## config.mk

```make
export PLATFORM = sky130hd
export DESIGN_NAME = dual_issue_inst_buffer
export DESIGN_NICKNAME = d
export VERILOG_FILES = /design/src/rtl/dual_issue_inst_buffer.sv
export SDC_FILE = /design/constraint.sdc
export NUM_CORES = 2
export LEC_CHECK = 0
export BUFFER_PORTS_ARGS = -buffer_cell sky130_fd_sc_hd__buf_2
export CAP_MARGIN = 25
export CORE_MARGIN = 2
export CORE_UTILIZATION = 52
export CTS_CLUSTER_DIAMETER = 100
export DETAILED_ROUTE_END_ITERATION = 12
export GPL_ROUTABILITY_DRIVEN = 0
export PLACE_DENSITY = 0.71
export SLEW_MARGIN = 10
export SYNTH_ARGS = -nofsm -noshare
export SYNTH_HDL_FRONTEND = slang
export SYNTH_SLANG_ARGS = --single-unit
```

## constraint.sdc

```tcl
create_clock -name clk -period 3.2 [get_ports clk]
set_clock_uncertainty 0.15 [all_clocks]
set_input_delay 0.48 -clock clk [delete_from_list [all_inputs] [get_ports clk]]
set_output_delay 0.48 -clock clk [all_outputs]
set_load 0.05 [all_outputs]
```

## src/rtl/dual_issue_inst_buffer.sv

```systemverilog
// Dual-issue instruction buffer: circular FIFO between fetch and issue.
// Accepts up to two instructions per cycle (compacted in program order),
// presents the two oldest entries, and releases one or two per cycle.
module dual_issue_inst_buffer #(
    parameter int DEPTH  = 8,
    parameter int INST_W = 32,
    parameter int PC_W   = 32
) (
    input  logic                     clk,
    input  logic                     rstn,
    input  logic                     flush,
    input  logic                     in_valid_0,
    input  logic [INST_W-1:0]        in_inst_0,
    input  logic [PC_W-1:0]          in_pc_0,
    input  logic                     in_valid_1,
    input  logic [INST_W-1:0]        in_inst_1,
    input  logic [PC_W-1:0]          in_pc_1,
    output logic                     in_ready,
    output logic                     out_valid_0,
    output logic [INST_W-1:0]        out_inst_0,
    output logic [PC_W-1:0]          out_pc_0,
    output logic                     out_valid_1,
    output logic [INST_W-1:0]        out_inst_1,
    output logic [PC_W-1:0]          out_pc_1,
    input  logic                     pop,
    input  logic                     two_issue,
    output logic [$clog2(DEPTH):0]   count
);

    localparam int AW = $clog2(DEPTH);
    localparam int CW = AW + 1;

    logic [INST_W-1:0] inst_q [DEPTH];
    logic [PC_W-1:0]   pc_q   [DEPTH];
    logic [AW-1:0]     head_q, head_d, tail_q, tail_d;
    logic [AW-1:0]     head1, tail1, wr1_idx;
    logic [CW-1:0]     count_q, count_d, push_n, pop_n;
    logic              acc;

    // Readiness looks only at the registered count: a pair must always fit.
    assign in_ready = (count_q <= CW'(DEPTH - 2));
    assign acc      = in_ready & ~flush;
    assign push_n   = acc ? (CW'(in_valid_0) + CW'(in_valid_1)) : '0;

    assign out_valid_0 = (count_q != '0);
    assign out_valid_1 = (count_q >= CW'(2));
    // two_issue with a single valid entry still only releases one.
    assign pop_n = (pop & out_valid_0) ? ((two_issue & out_valid_1) ? CW'(2) : CW'(1)) : '0;

    assign head1   = head_q + AW'(1);
    assign tail1   = tail_q + AW'(1);
    // A lone slot-1 instruction lands at tail, keeping storage compacted.
    assign wr1_idx = in_valid_0 ? tail1 : tail_q;

    assign out_inst_0 = inst_q[head_q];
    assign out_pc_0   = pc_q[head_q];
    assign out_inst_1 = inst_q[head1];
    assign out_pc_1   = pc_q[head1];
    assign count      = count_q;

    // Next-state pointers and occupancy; flush discards same-cycle push/pop.
    always_comb begin
        head_d  = head_q;
        tail_d  = tail_q;
        count_d = count_q;
        if (flush) begin
            head_d  = '0;
            tail_d  = '0;
            count_d = '0;
        end else begin
            head_d  = head_q + pop_n[AW-1:0];
            tail_d  = tail_q + push_n[AW-1:0];
            count_d = count_q + push_n - pop_n;
        end
    end

    // Pointer and count registers.
    always_ff @(posedge clk or negedge rstn) begin
        if (!rstn) begin
            head_q  <= '0;
            tail_q  <= '0;
            count_q <= '0;
        end else begin
            head_q  <= head_d;
            tail_q  <= tail_d;
            count_q <= count_d;
        end
    end

    // Entry storage; writes at the old tail, untouched by flush.
    always_ff @(posedge clk or negedge rstn) begin
        if (!rstn) begin
            for (int i = 0; i < DEPTH; i++) begin
                inst_q[i] <= '0;
                pc_q[i]   <= '0;
            end
        end else if (acc) begin
            if (in_valid_0) begin
                inst_q[tail_q] <= in_inst_0;
                pc_q[tail_q]   <= in_pc_0;
            end
            if (in_valid_1) begin
                inst_q[wr1_idx] <= in_inst_1;
                pc_q[wr1_idx]   <= in_pc_1;
            end
        end
    end

`ifndef SYNTHESIS
    a_count_bound: assert property (@(posedge clk) disable iff (!rstn)
        count_q <= CW'(DEPTH));
    a_ptr_consistent: assert property (@(posedge clk) disable iff (!rstn)
        tail_q == AW'(head_q + count_q[AW-1:0]));
`endif

endmodule

```

After elaboration in Yosys (flattened, before gate mapping)
Index checks and enable logic that the tools add are counted.
W data, S select, Z words.
- register bits: 522
- bits of input ports: 135
- output and inout port bits: 135
- word-level logic and storage cells: 78
- add/sub/neg operators: 7
- magnitude comparators: 8
- mux-type cells: 33
- bitwise gates (word level): 8
- reduce and logical (&&, ||, !) cells: 3
- operators by type and width (cell ; count):
    $mux W256 ; 6
    $bwmux W256 ; 4
    $bmux W32 S3 ; 4
    $mux W32 ; 10
    $demux W32 S3 ; 2
    $ge A4 B4 Y1 const B ; 4
    $not A3 Y4 ; 4
    $mux W3 ; 3
    $lt A4 B1 Y1 const B ; 2
    $add A3 B1 Y3 const B ; 2
    $add A3 B2 Y3 ; 2
    $mux W2 ; 3
    $add A4 B2 Y4 ; 1
    $ge A4 B2 Y1 const B ; 1
    $le A4 B3 Y1 const B ; 1
    $mux W4 ; 1
    $reduce_bool A4 Y1 ; 1
    $sub A4 B2 Y4 ; 1
    $and A1 B1 Y1 ; 3
    $add A1 B1 Y2 ; 1
    $logic_and A1 B1 Y1 ; 2
    $not A1 Y1 ; 1

Longest topological paths before layout
- depth after elaboration: 10
- gate-level depth with buffers: 14

Worst setup path before layout
Ideal clock, no wire load.
- path type: register to register
- from: register count_q[2] (netlist: count[2])
- to: register count_q[2] (netlist: count[2])
- data arrival time: 3.074 ns
- required time: 2.918 ns
- slack: -0.156 ns
- cell stages (with the launch flop): 12
- path buffers: 0
- period minus slack after synthesis: 3.356 ns
- cells stage by stage: dfrtp_1 inv_1 ha_1 nand2_1 or2_2 and3_1 ha_1 inv_1 ha_1 fa_1 xnor2_1 nor2_1
- word-level cells in the longest chain between the ends: 6
- ends and longest elaborated chain (element ; line ; RTL):
    start: declaration ; 37 ; logic [CW-1:0] count_q, count_d, push_n, pop_n;
    start signal: assignment ; 86 ; count_q <= count_d;
    $ge A4 B2 Y1 ; 46 ; assign out_valid_1 = (count_q >= CW'(2));
    named net out_valid_1 ; 22 ; output logic out_valid_1,
    $and A1 B1 Y1 ; 48 ; assign pop_n = (pop & out_valid_0) ? ((two_issue & out_valid_1) ? CW'(2) : CW'(1)) : '0;
    $mux W2 (2 in series) ; 48 ;
    $sub A4 B2 Y4 ; 73 ; count_d = count_q + push_n - pop_n;
    $mux W4 ; 66 ; if (flush) begin
    named net count_d[2] ; 37 ;
The timed path passes the listed nets, and every way through them passes these cells.
A chain may end at the register's enable or synchronous reset.

Worst setup path in the final report
- from: register head_q[0]
- to: output out_inst_1[2]
- word-level cells in the longest chain between the ends: 5
- ends and longest elaborated chain (element ; line ; RTL):
    start: declaration ; 35 ; logic [AW-1:0] head_q, head_d, tail_q, tail_d;
    start signal: assignment ; 80 ; head_q <= '0;
    start signal: assignment ; 84 ; head_q <= head_d;
    $add A3 B1 Y3 ; 50 ; assign head1 = head_q + AW'(1);
    $not A3 Y4 (implied by the code) ; 57 ; assign out_inst_1 = inst_q[head1];
    $bmux W32 S3 ; 57 ;
    $mux W32 (implied by the code) (2 in series) ; 57 ;
    end: declaration ; 23 ; output logic [INST_W-1:0] out_inst_1,
Every way passes these cells. The select of a mux whose other input is x is not followed.

==> impl_results.md <==
- Status: complete, but fails checks
- Failing checks: setup timing
- Max-slew violation count: 0
- Dpl cells: roughly 3600
- Hold slack final: 0.01506 ns
- Crit Path Class: reg -> out
- Clk pin slew, worst setup/hold paths: 0.06 ns
- Max Cap Viol: 0
- Vias/cell: 7.201
- Synth Flop Type: dfrtp_1
- Total Routed Length: between 100000 and 150000 um
- Worst-path fanout max: 5
- Tmin final: 3.467 ns
- Die Area: 64200 um2
- Period utilisation layout: 1.083
- I/O pin total: 270
- Row cnt: 91
- Critical Path RT: 2.57 ns
- Int Pwr: between 20 and 25 mW
- Vias in the first global route: between 20000 and 30000
- Final WS setup: -0.2671 ns
- Clock latency on the worst-skew pair: roughly 0.63 ns
- Filler instances: around 4700
- Port bufs: 269
- Clock share of power: 0.159
- Crit start category: register
- Logic pwr share: 0.594
- CP Launch Point: head_q[0]$_DFF_PN0_
- Core Footprint: 61600 um2
- Synthesized Nets: 2764
- Post-synth cell types: 49
- DRT iter0 DRCs: 3306
- Async SR Flop Fraction: 1.000
- Hold Path Class: in -> reg
- Multi-input gate area: 17310 um2
- Post-DRT Antenna Nets: 0
- Largest net degree at the start of global routing: 130
- Worst Setup End Kind: output pin
- Root buffer cell: clkbuf_16
- FF-to-FF Start: tail_q[1]$_DFF_PN0_
- CTS tree: done
- Cells after Synth: 2614
- Initial Utilization: 0.5250
- Final non-filler cell total: 3730
- Wire length of the first global-routing pass: between 150000 and 200000 um
- Worst-Margin Slew: approximately 0.91 ns
- Grt ovf: 0
- Synthesis-to-finish area growth: 18.15%
- Setup Slack @ Placement: 0.2018 ns
- Die width: around 250 um
- Fmax: approximately 290 MHz
- Share of cells above drive strength 1: 0.3833
- Placed wire-length estimate: 65210 um
- Net Sw Frac: 0.4335
- Hold Vio Cnt, Final: 0
- R2R depth: 6
- CTS Buf Count: 57
- RSZ-0062 raised after global routing: true
- Nets: 2982
- P per Cell Area: 1130 nW/um2
- Sequential share of the synthesized area: 0.4039
- Switching pwr: between 15 and 20 mW
- Via Count: 26860
- CTS H-tree depth: 2
- Die Height: 253.4 um
- Critical path endpoint: out_inst_1[2]
- Final Setup Violations: 128
- EDFF count, synth: 0
- Initial antenna violation count: 21
- Ys Warns: 0
- Sequential share of power: 0.247
- CTS Sinks: 522
- Number of synthesized register bits: approximately 520
- Arr. time, crit path: around 2.8 ns
- TritonRoute pass-1 iters: 8
- Leakage power: 17.08 nW
- Seq. cell area: 13070 um2
- WL/cell: 31.66 um
- Worst vdd ir: 0.9254 mV
- DRC Markers: 0
- Tot GR Track Use: 0.3697
- Slew headroom: 0.3909
- Maximum buffer depth of the clock tree: 3
- Synth Cell Area: between 30000 and 40000 um2
- Syn avg cell area: between 10 and 15 um2
- FF-to-FF End: pc_q[151]$_DFFE_PN0N_
- R2R Setup Slk: 0.04 ns
-- cells in the mapped netlist, types with 3 or more instances --
master / count / area, um2
mux2_2: 129 / 1453
buf_6: 25 / 281.5
o31a_1: 4 / 35.03
nor4_1: 4 / 25.02
a221o_1: 256 / 2562
nand3_1: 3 / 15.01
nor2b_1: 71 / 444.2
a221oi_1: 60 / 525.5
and2_1: 137 / 857.1
ha_1: 11 / 137.6
inv_1: 269 / 1010
nor3_4: 4 / 65.06
and3_1: 122 / 763.2
a221oi_2: 196 / 2943
xor2_1: 5 / 43.79
buf_4: 4 / 30.03
fa_1: 4 / 80.08
dfrtp_1: 522 / 13060
buf_1: 23 / 86.33
clkbuf_1: 142 / 533.0
mux4_2: 256 / 5766
nand2b_1: 3 / 18.77
or4_1: 4 / 30.03
xnor2_1: 3 / 26.28
nand2_1: 5 / 18.77
nor2_1: 266 / 998.5
buf_2: 58 / 290.3
-- repair_timing --
item / in CTS / in global routing
gates cloned: 10 / 5
endpoints found under the hold margin: 78 / 0
gates resized for setup: 176 / 16
hold buffers: 20 / 0
buffers inserted: 7 / 0
setup endpoints to repair: 128 / 128
pin swaps: 1 / 0
-- cell usage in the layout, fill, tap and decap left out, drive strengths merged, types with 2 or more instances in the layout --
cell and instances:
bufbuf 3, mux2 129, fa 4, dlygate4sd3 20, xnor2 3, o31a 4
xor2 5, nand2 5, dfrtp 522, a21oi 4, nor4 5, and3 123
a221oi 256, mux4 256, nor2 266, a221o 256, nand3 3, clkinvlp 2
and2 137, clkbuf 85, nand2b 3, diode 15, inv 270, bufinv 4
ha 11, buf 383, or3b 2, nor2b 71, or4 4, or3 2
clkinv 18, a31oi 2, nor3 8
-- metrics by stage --
step	area [um2]	util	TNS [ns]	power (mW)
after floorplan	32350	-	0	27.44
after global placement	34880	0.5662	0	32.31
after detailed placement	34930	0.5671	0	32.90
after CTS	37990	0.6167	-26.64	42.48
after global routing	38200	0.6202	-31.95	44.71
final	38210	0.6203	-24.68	43.17
-- state kept, by name, summed over array words and instances (netlist names) --
| register | flops |
|---|---|
| pc_q | 256 |
| head_q | 3 |
| tail_q | 3 |
| inst_q | 256 |
| count | 4 |
-- how the worst min path moves through the flow --
stage,startpoint,depth (start not counted),endpoint
6_report,in_pc_1[6],2,pc_q[198]$_DFFE_PN0N_
5_1_grt,in_inst_1[29],2,inst_q[221]$_DFFE_PN0N_
4_1_cts,in_pc_1[7],2,pc_q[199]$_DFFE_PN0N_
3_5_place_dp,rstn,1,inst_q[140]$_DFFE_PN0N_
3_3_place_gp,rstn,1,inst_q[204]$_DFFE_PN0N_
2_1_floorplan,rstn,0,count[0]$_DFF_PN0_
-- cell type report --
cell class | instances | area share
Clock inverter | 25 | 0.006614
Timing Repair Buffer | 411 | 0.09958
Clock buffer | 80 | 0.04381
Multi-Input combinational cell | 1571 | 0.4530
Tap cell | 837 | 0.02741
Inverter | 269 | 0.02643
Antenna cell | 15 | 0.0009824
Sequential cell | 522 | 0.3422
-- layer usage --
layer	track usage	share of wire
met1	0.4748	0.36
met2	0.5827	0.47
met3	0.09118	0.12
met4	0.1929	0.048
met5	0	0.00091
-- power groups by stage --
stage	Clock [mW]	Sequential, mW	Combinational [mW]
2_1_floorplan	0	9.93	17.5
3_3_place_gp	0	10.4	21.9
3_5_place_dp	0	10.6	22.3
4_1_cts	6.88	10.5	25.1
5_1_grt	7.17	10.8	26.7
6_report	6.87	10.7	25.6
-- logic make-up (layout without fill, tap and decap cells) --
family          after synthesis  after routing  share of synthesized area
mux                         386            386                     0.2235
compound gates              530            530                     0.1912
buf+inv                     521            785                    0.06898
other cells                   0             15                          0
simple gates                632            632                     0.1035
xor+xnor                      8              8                   0.002167
flops                       522            522                     0.4039
fa+ha+maj                    15             15                   0.006732
-- worst max-delay path, stage by stage, from the launching register on --
cell and delay [ns]:
dfrtp_4 0.51, ha_4 0.33, buf_6 0.18, clkbuf_16 0.20, mux4_2 0.50, mux2_2 0.29, buf_4 0.19
Note: power is estimated with default switching activity, not from simulation.
